`src/rtl/frame_state_writer.sv`:
```
// Purpose : double-buffered game-state registers; CPU fills a shadow bank, a commit
//           followed by screen_end copies it atomically into the visible bank.
// Latency : shadow writes land on the strobe edge; visible outputs update the cycle after screen_end.
// Backpressure: wr_ready drops from commit until the copy; writes and commits are dropped meanwhile.
//
// Ports:
//   clk, reset          100 MHz clock, synchronous active-high reset
//   wr_en/wr_addr/wr_data  register write (addr 0-3 pipes, 4 bird, 5 score, 6 high score, 7 clear)
//   commit, screen_end  frame-complete pulse and between-frame pulse
//   wr_ready            high when writes are accepted (IDLE)
//   pipe1..pipe4, bird_top_left, current_score, high_score  visible bank
//   frame_count         number of completed copies (wraps)
//
// Build option: define HIGH_SCORE_AUTO_EN to make the copy store max(high_score, current_score)
// into both the visible and shadow high_score registers.

module frame_state_writer (
    input  logic        clk,
    input  logic        reset,
    input  logic        wr_en,
    input  logic [2:0]  wr_addr,
    input  logic [31:0] wr_data,
    input  logic        commit,
    input  logic        screen_end,
    output logic        wr_ready,
    output logic [31:0] pipe1,
    output logic [31:0] pipe2,
    output logic [31:0] pipe3,
    output logic [31:0] pipe4,
    output logic [31:0] bird_top_left,
    output logic [31:0] current_score,
    output logic [31:0] high_score,
    output logic [15:0] frame_count
);

    typedef enum logic {
        IDLE  = 1'b0,
        ARMED = 1'b1
    } state_t;

    localparam int NREG      = 7;
    localparam int IDX_SCORE = 5;
    localparam int IDX_HIGH  = 6;

    state_t      state_q, state_d;
    logic        wr_ready_q, wr_ready_d;
    logic [31:0] shadow_q  [0:NREG-1];
    logic [31:0] shadow_d  [0:NREG-1];
    logic [31:0] visible_q [0:NREG-1];
    logic [31:0] visible_d [0:NREG-1];
    logic [15:0] frame_count_q, frame_count_d;
    logic [31:0] high_max;

    always_comb begin
        state_d       = state_q;
        frame_count_d = frame_count_q;
        for (int i = 0; i < NREG; i++) begin
            shadow_d[i]  = shadow_q[i];
            visible_d[i] = visible_q[i];
        end
        high_max = (shadow_q[IDX_SCORE] > shadow_q[IDX_HIGH]) ? shadow_q[IDX_SCORE]
                                                               : shadow_q[IDX_HIGH];

        case (state_q)
            IDLE: begin
                if (wr_en) begin
                    if (wr_addr == 3'd7) begin
                        // clear-game: everything except the high score
                        for (int i = 0; i < IDX_HIGH; i++) begin
                            shadow_d[i] = 32'd0;
                        end
                    end else begin
                        shadow_d[wr_addr] = wr_data;
                    end
                end
                // screen_end is deliberately ignored here: a copy needs a prior commit
                if (commit) begin
                    state_d = ARMED;
                end
            end
            ARMED: begin
                // Shadow is frozen while ARMED, so the copy sees exactly the committed frame.
                if (screen_end) begin
                    for (int i = 0; i < NREG; i++) begin
                        visible_d[i] = shadow_q[i];
                    end
`ifdef HIGH_SCORE_AUTO_EN
                    visible_d[IDX_HIGH] = high_max;
                    shadow_d[IDX_HIGH]  = high_max;
`endif
                    frame_count_d = frame_count_q + 16'd1;
                    state_d       = IDLE;
                end
            end
            default: state_d = IDLE;
        endcase

        wr_ready_d = (state_d == IDLE);
    end

    always_ff @(posedge clk) begin
        if (reset) begin
            state_q       <= IDLE;
            wr_ready_q    <= 1'b1;
            frame_count_q <= 16'd0;
            for (int i = 0; i < NREG; i++) begin
                shadow_q[i]  <= 32'd0;
                visible_q[i] <= 32'd0;
            end
        end else begin
            state_q       <= state_d;
            wr_ready_q    <= wr_ready_d;
            frame_count_q <= frame_count_d;
            for (int i = 0; i < NREG; i++) begin
                shadow_q[i]  <= shadow_d[i];
                visible_q[i] <= visible_d[i];
            end
        end
    end

    assign wr_ready      = wr_ready_q;
    assign pipe1         = visible_q[0];
    assign pipe2         = visible_q[1];
    assign pipe3         = visible_q[2];
    assign pipe4         = visible_q[3];
    assign bird_top_left = visible_q[4];
    assign current_score = visible_q[IDX_SCORE];
    assign high_score    = visible_q[IDX_HIGH];
    assign frame_count   = frame_count_q;

endmodule

```
`config.mk`:
```
export PLATFORM = sky130hd
export DESIGN_NAME = frame_state_writer
export DESIGN_NICKNAME = d
export VERILOG_FILES = /design/src/rtl/frame_state_writer.sv
export SDC_FILE = /design/constraint.sdc
export NUM_CORES = 1
export LEC_CHECK = 0
export ABC_AREA = 1
export BUFFER_PORTS_ARGS = -buffer_cell sky130_fd_sc_hd__buf_2
export CAP_MARGIN = 20
export CELL_PAD_IN_SITES_DETAIL_PLACEMENT = 2
export CELL_PAD_IN_SITES_GLOBAL_PLACEMENT = 2
export CORE_ASPECT_RATIO = 0.75
export CORE_MARGIN = 10
export CORE_UTILIZATION = 32
export CTS_CLUSTER_SIZE = 25
export DETAILED_ROUTE_END_ITERATION = 12
export HOLD_SLACK_MARGIN = 0.02
export PLACE_DENSITY = 0.84
export SLEW_MARGIN = 20
export SYNTH_ARGS = -nofsm -noshare
export SYNTH_HDL_FRONTEND = slang
export SYNTH_SLANG_ARGS = --single-unit
```
`constraint.sdc`:
```
create_clock -name clk -period 1.6 [get_ports clk]
set_input_delay 0.32 -clock clk [delete_from_list [all_inputs] [get_ports clk]]
set_output_delay 0.32 -clock clk [all_outputs]
set_load 0.005 [all_outputs]
```
== Word-level counts from Yosys, hierarchy flattened ==
Memory sizes are Yosys's and may differ from the RTL's.
Index checks and enable logic that the tools add are counted.

* Output and inout port bits: 241
* Logic and storage cells: 57
* Memory bits (writable): 448
* Input port bits: 40
* Latch bits: 0
* Memories kept: 2
* Bits in read-only memories: 0
* Flip-flop bits (word level): 18

* Bitwise logic cells: 17
* $add $sub $neg: 1
* Magnitude comparators: 2
* Equal/unequal tests: 1
* Div/mod/pow operators: 0
* Multipliers: 0
* Shift-type cells: 0
* Reductions and logical operators: 2
* Mux-type cells: 29

{| class="wikitable"
|+ Memory list
! memory !! words !! bits a word !! rd ports !! clocked after Yosys merged registers in !! write ports !! RTL line !! source
|-
| shadow_q || 7 || 32 || 7 || 0 || 7 || 47 || <nowiki>logic [31:0] shadow_q [0:NREG-1];</nowiki>
|-
| visible_q || 7 || 32 || 7 || 0 || 7 || 49 || <nowiki>logic [31:0] visible_q [0:NREG-1];</nowiki>
|}

{| class="wikitable"
|+ Operator list
! cell !! count
|-
| $mux 224 || 4
|-
| $mux 32 || 16
|-
| $bwmux 224 || 1
|-
| $mux 192 || 1
|-
| $demux 32 s3 || 1
|-
| $add 16x1->16 const B || 1
|-
| $or 1x1->1 || 14
|-
| $mux 1 || 5
|-
| $ge 4x4->1 const B || 1
|-
| $lt 4x1->1 const B || 1
|-
| $not 3->4 || 1
|-
| $eq 3x3->1 const B || 1
|-
| $not 1->1 || 2
|-
| $pmux 1 s2 || 1
|-
| $reduce_and 2->1 || 1
|-
| $logic_and 1x1->1 || 1
|}

== Depth between registers and ports, before layout ==
* Depth after elaboration: 10
* Gate-level depth with buffers: 8
* Depth with buffers taken out: 8

== Least setup slack after synthesis ==
OpenSTA, ideal clock, no wires.

* Path kind: register to register
* From: register state_q
* To: memory shadow_q[6][10]
* Slack: 0.226 ns
* Arrival time: 1.259 ns
* Period minus slack after synthesis: 1.374 ns
* Buffers on the path: 1
* Required time: 1.484 ns
* Cell stages (with the launch flop): 8
* Library setup time: 0.116 ns
* Cells stage by stage: dfxtp_1 > nor2_4 > nand2_1 > nor2_1 > inv_1 > buf_2 > nor2_1 > nor2_1

{| class="wikitable"
|+ RTL lines
! item !! RTL line !! source
|-
| start: declaration || 45 || <nowiki>state_t state_q, state_d;</nowiki>
|-
| start signal: assignment || 111 || <nowiki>state_q <= state_d;</nowiki>
|-
| end: declaration || 47 ||
|}

==> run metrics <==
status complete, but fails checks; violated checks negative setup slack; IO buf count 280; Slew headroom 0.5914; Post-Synthesis Cell Area ~16000 µm²; layout cells sized above 1 0.2014; DR vias about 15000; critical path buffer and inverter count 3; GPL Wtd Cong 0.7916; clk buf depth 3; Net Switching about 6.8 mW; Comb pwr share 0.088; crit-path max FO 8; Synth Instances 2032; Static Leak 8.334 nW; drt total wl roughly 70000 µm; Achievable Freq approximately 620 MHz; FF/Latch Area 9333 µm²; pin count of the biggest net entering global routing just under 100; final setup skew 0.02120 ns; Hold Vio Cnt, Final 0; CTS H-tree depth 2; required time worst endpoint 2.13 ns; setup ws final -0.0002101 ns; Netlist cell types 20; total die area between 50000 and 60000 µm²; hold_sp wr_data[6]; IO Pins ~280; Worst-path clk slew around 0.060 ns; clk root buf clkbuf_16; Starting DRT DRC Count roughly 910; die height around 210 µm; DR DRC count 0; Synth area leaders dfxtp_1 (58%), nor2_1 (14%), o21ai_0 (8.1%); Peak VDD IR slightly below 0.0008 V; Clock power frac 0.452; pre-CTS WS -0.07696 ns; Net Sw Frac 0.2547; total negative slack -0.0002101 ns; vias per cell between 5 and 6; Core Rows 71; DP HPWL between 40000 and 50000 µm; Least-Margin Pin Slew about 0.6 ns; area of the multi-input gates approximately 6300 µm²; crit start category register; critical path, cell by cell nor2_4 -> nand2_2 -> buf_6 -> nor3_4 -> buf_6 -> clkbuf_16 -> nand2_1 -> a21oi_2; Initial Util 0.3223; type of the worst setup path reg -> reg; # setup viols final 1; delay-heaviest family, CP simple AND/OR/NAND/NOR gates; CTS Buf Count between 40 and 50; final-stage net count 2317; reg2reg start state_q$_SDFF_PP0_; chip width around 280 µm; Tmin final roughly 1.6 ns; initial antenna violation count 6; worst hold path endpoint shadow_q[2][6]$_SDFFE_PP0P_; DRT Pass-1 Iters 5; register area share after synthesis 0.5797; CP most frequent cell buf_6; first-pass GRT wire length between 100000 and 150000 µm; post-DR wirelength/cell ~23 µm; RSZ-0062 raised after global routing true; class of the worst hold path in -> reg; cell area power density around 1300 nW/µm²; GRT Util Overall 0.2220; max cap viols 0; CP max stage cell dfxtp_2; GRT Residual Overflow 0; most frequent cells in the layout nor2_1 (607), dfxtp_1 (463), nand2_1 (281); FILL cells 5583; Syn Area/Cell around 7.9 µm²; Reg2Reg Depth 8; worst reg2reg endpoint shadow_q[2][0]$_SDFFE_PP0P_; arrival time worst endpoint approximately 2.1 ns; Synth area leader dfxtp_1; flop and latch count out of synthesis 466; worst hold stages 3; number of nets with antenna violations after routing 0; Placeable Area around 50000 µm²; Critical Path Sink Type register; R2R setup slack -0.0002 ns; leading cell type in the layout, fill and taps excluded nor2_1; CTS tree yes; clock tree sinks roughly 470; Slew Viols, Final 0; Tcrit/Tclk final 1.000; Synthesis Warnings 0; Syn-to-layout area delta 27.07%; Post-Syn Nets between 2000 and 2500; worst-skew pair later-pin latency 0.60 ns; Cell Int Power 19.98 mW; Seq pwr share 0.461; slowest cell delay on critical path ~0.34 ns; vias in the first global route between 15000 and 20000; Synth top area share 0.5797
-- flip-flops by register name, indices dropped and copies added, names as in the netlist --
name and cells:
shadow_q 224, visible_q 224, frame_count 16, state_q 1, wr_ready 1
-- cell type report --
cell class / instances / share of cell area
clock buffers: 72 / 0.07165
multi-input cells: 1400 / 0.3063
flip-flops and latches: 466 / 0.4564
inverters: 23 / 0.005079
clock inverters: 17 / 0.01095
repair inverters: 1 / 0.0004283
well taps: 657 / 0.04020
repair buffers: 335 / 0.1089
diodes: 1 / 0.0001224
-- repair_timing --
item / 4_1_cts / 5_1_grt
resized for setup: 3 / 45
endpoints found under the setup margin: 27 / 230
hold buffers: 2 / 0
pin swaps: 1 / 27
cloned: 1 / 5
hold endpoints to repair: 2 / 0
setup buffers: 0 / 2
-- worst register-to-register path: stages, from the launching register on --
cell and delay [ns]:
dfxtp_2 0.34, nor2_4 0.23, nand2_2 0.11, buf_6 0.14, nor3_4 0.16, buf_6 0.17
clkbuf_16 0.17, nand2_1 0.07, a21oi_2 0.14
-- power groups by stage --
stage	registers (mW)	clock network, mW	logic [mW]
final	12.4	12.1	2.35
after CTS	12.4	12.3	2.33
after detailed placement	12.6	0	2.28
after floorplan	12.5	0	1.02
after global placement	12.6	0	2.18
after global routing	12.4	12.8	2.59
-- cell usage after synthesis --
library cell and n:
a21oi_1 137, a22oi_1 64, buf_2 49, clkbuf_1 94, clkinv_1 1, dfxtp_1 466, ha_1 1, inv_1 19
inv_2 3, nand2_1 291, nand3_1 15, nand4_1 5, nor2_1 611, nor2_2 2, nor2_4 1, nor3_1 4
nor3_2 2, o21ai_0 262, o21ai_1 3, xor2_1 2
-- kinds of logic after synthesis --
family	Yosys count	share of synthesized area
AOI/OAI and AO/OA	466	0.1549
xor gates and xnor gates	2	0.001089
adders and majority gates	1	0.0007774
buffers and inverters	166	0.04253
DFF	466	0.5797
and+or+nand+nor	931	0.2210
-- stage by stage --
stage / area, µm² / hold WS [ns] / std cells / total power, mW / utilization
finish: 20450 / 0.1503 / 2972 / 26.81 / 0.4096
global route: 20450 / 0.1521 / 2971 / 27.82 / 0.4095
CTS: 20180 / 0.1207 / 2964 / 26.98 / 0.4041
detailed placement: 18430 / 0.4514 / 2872 / 14.88 / 0.3691
global placement: 18430 / 0.4447 / 2872 / 14.75 / 0.3691
floorplan: 16090 / 0.4369 / 2032 / 13.57 / -
-- how the worst max path moves through the flow --
stage                             startpoint                            end  slack, ns  cells after the start
after floorplan           state_q$_SDFF_PP0_   shadow_q[6][10]$_SDFFE_PP0P_       0.23                      7
after global placement                 wr_en   shadow_q[2][17]$_SDFFE_PP0P_      -0.03                      9
after detailed placement               wr_en   shadow_q[2][12]$_SDFFE_PP0P_      -0.08                      9
after CTS                 state_q$_SDFF_PP0_  visible_q[3][28]$_SDFFE_PP0P_      -0.02                      6
after global routing      state_q$_SDFF_PP0_   shadow_q[2][11]$_SDFFE_PP0P_      -0.08                      8
final                     state_q$_SDFF_PP0_    shadow_q[2][0]$_SDFFE_PP0P_    -0.0002                      8
-- per-layer routing --
metal | global-route usage | part of all wire
met2 | 0.3795 | 0.48
met5 | 0 | 0
met4 | 0.06457 | 0.026
met1 | 0.2781 | 0.44
met3 | 0.04512 | 0.053
No activity file was read; power rests on OpenSTA's default activity.
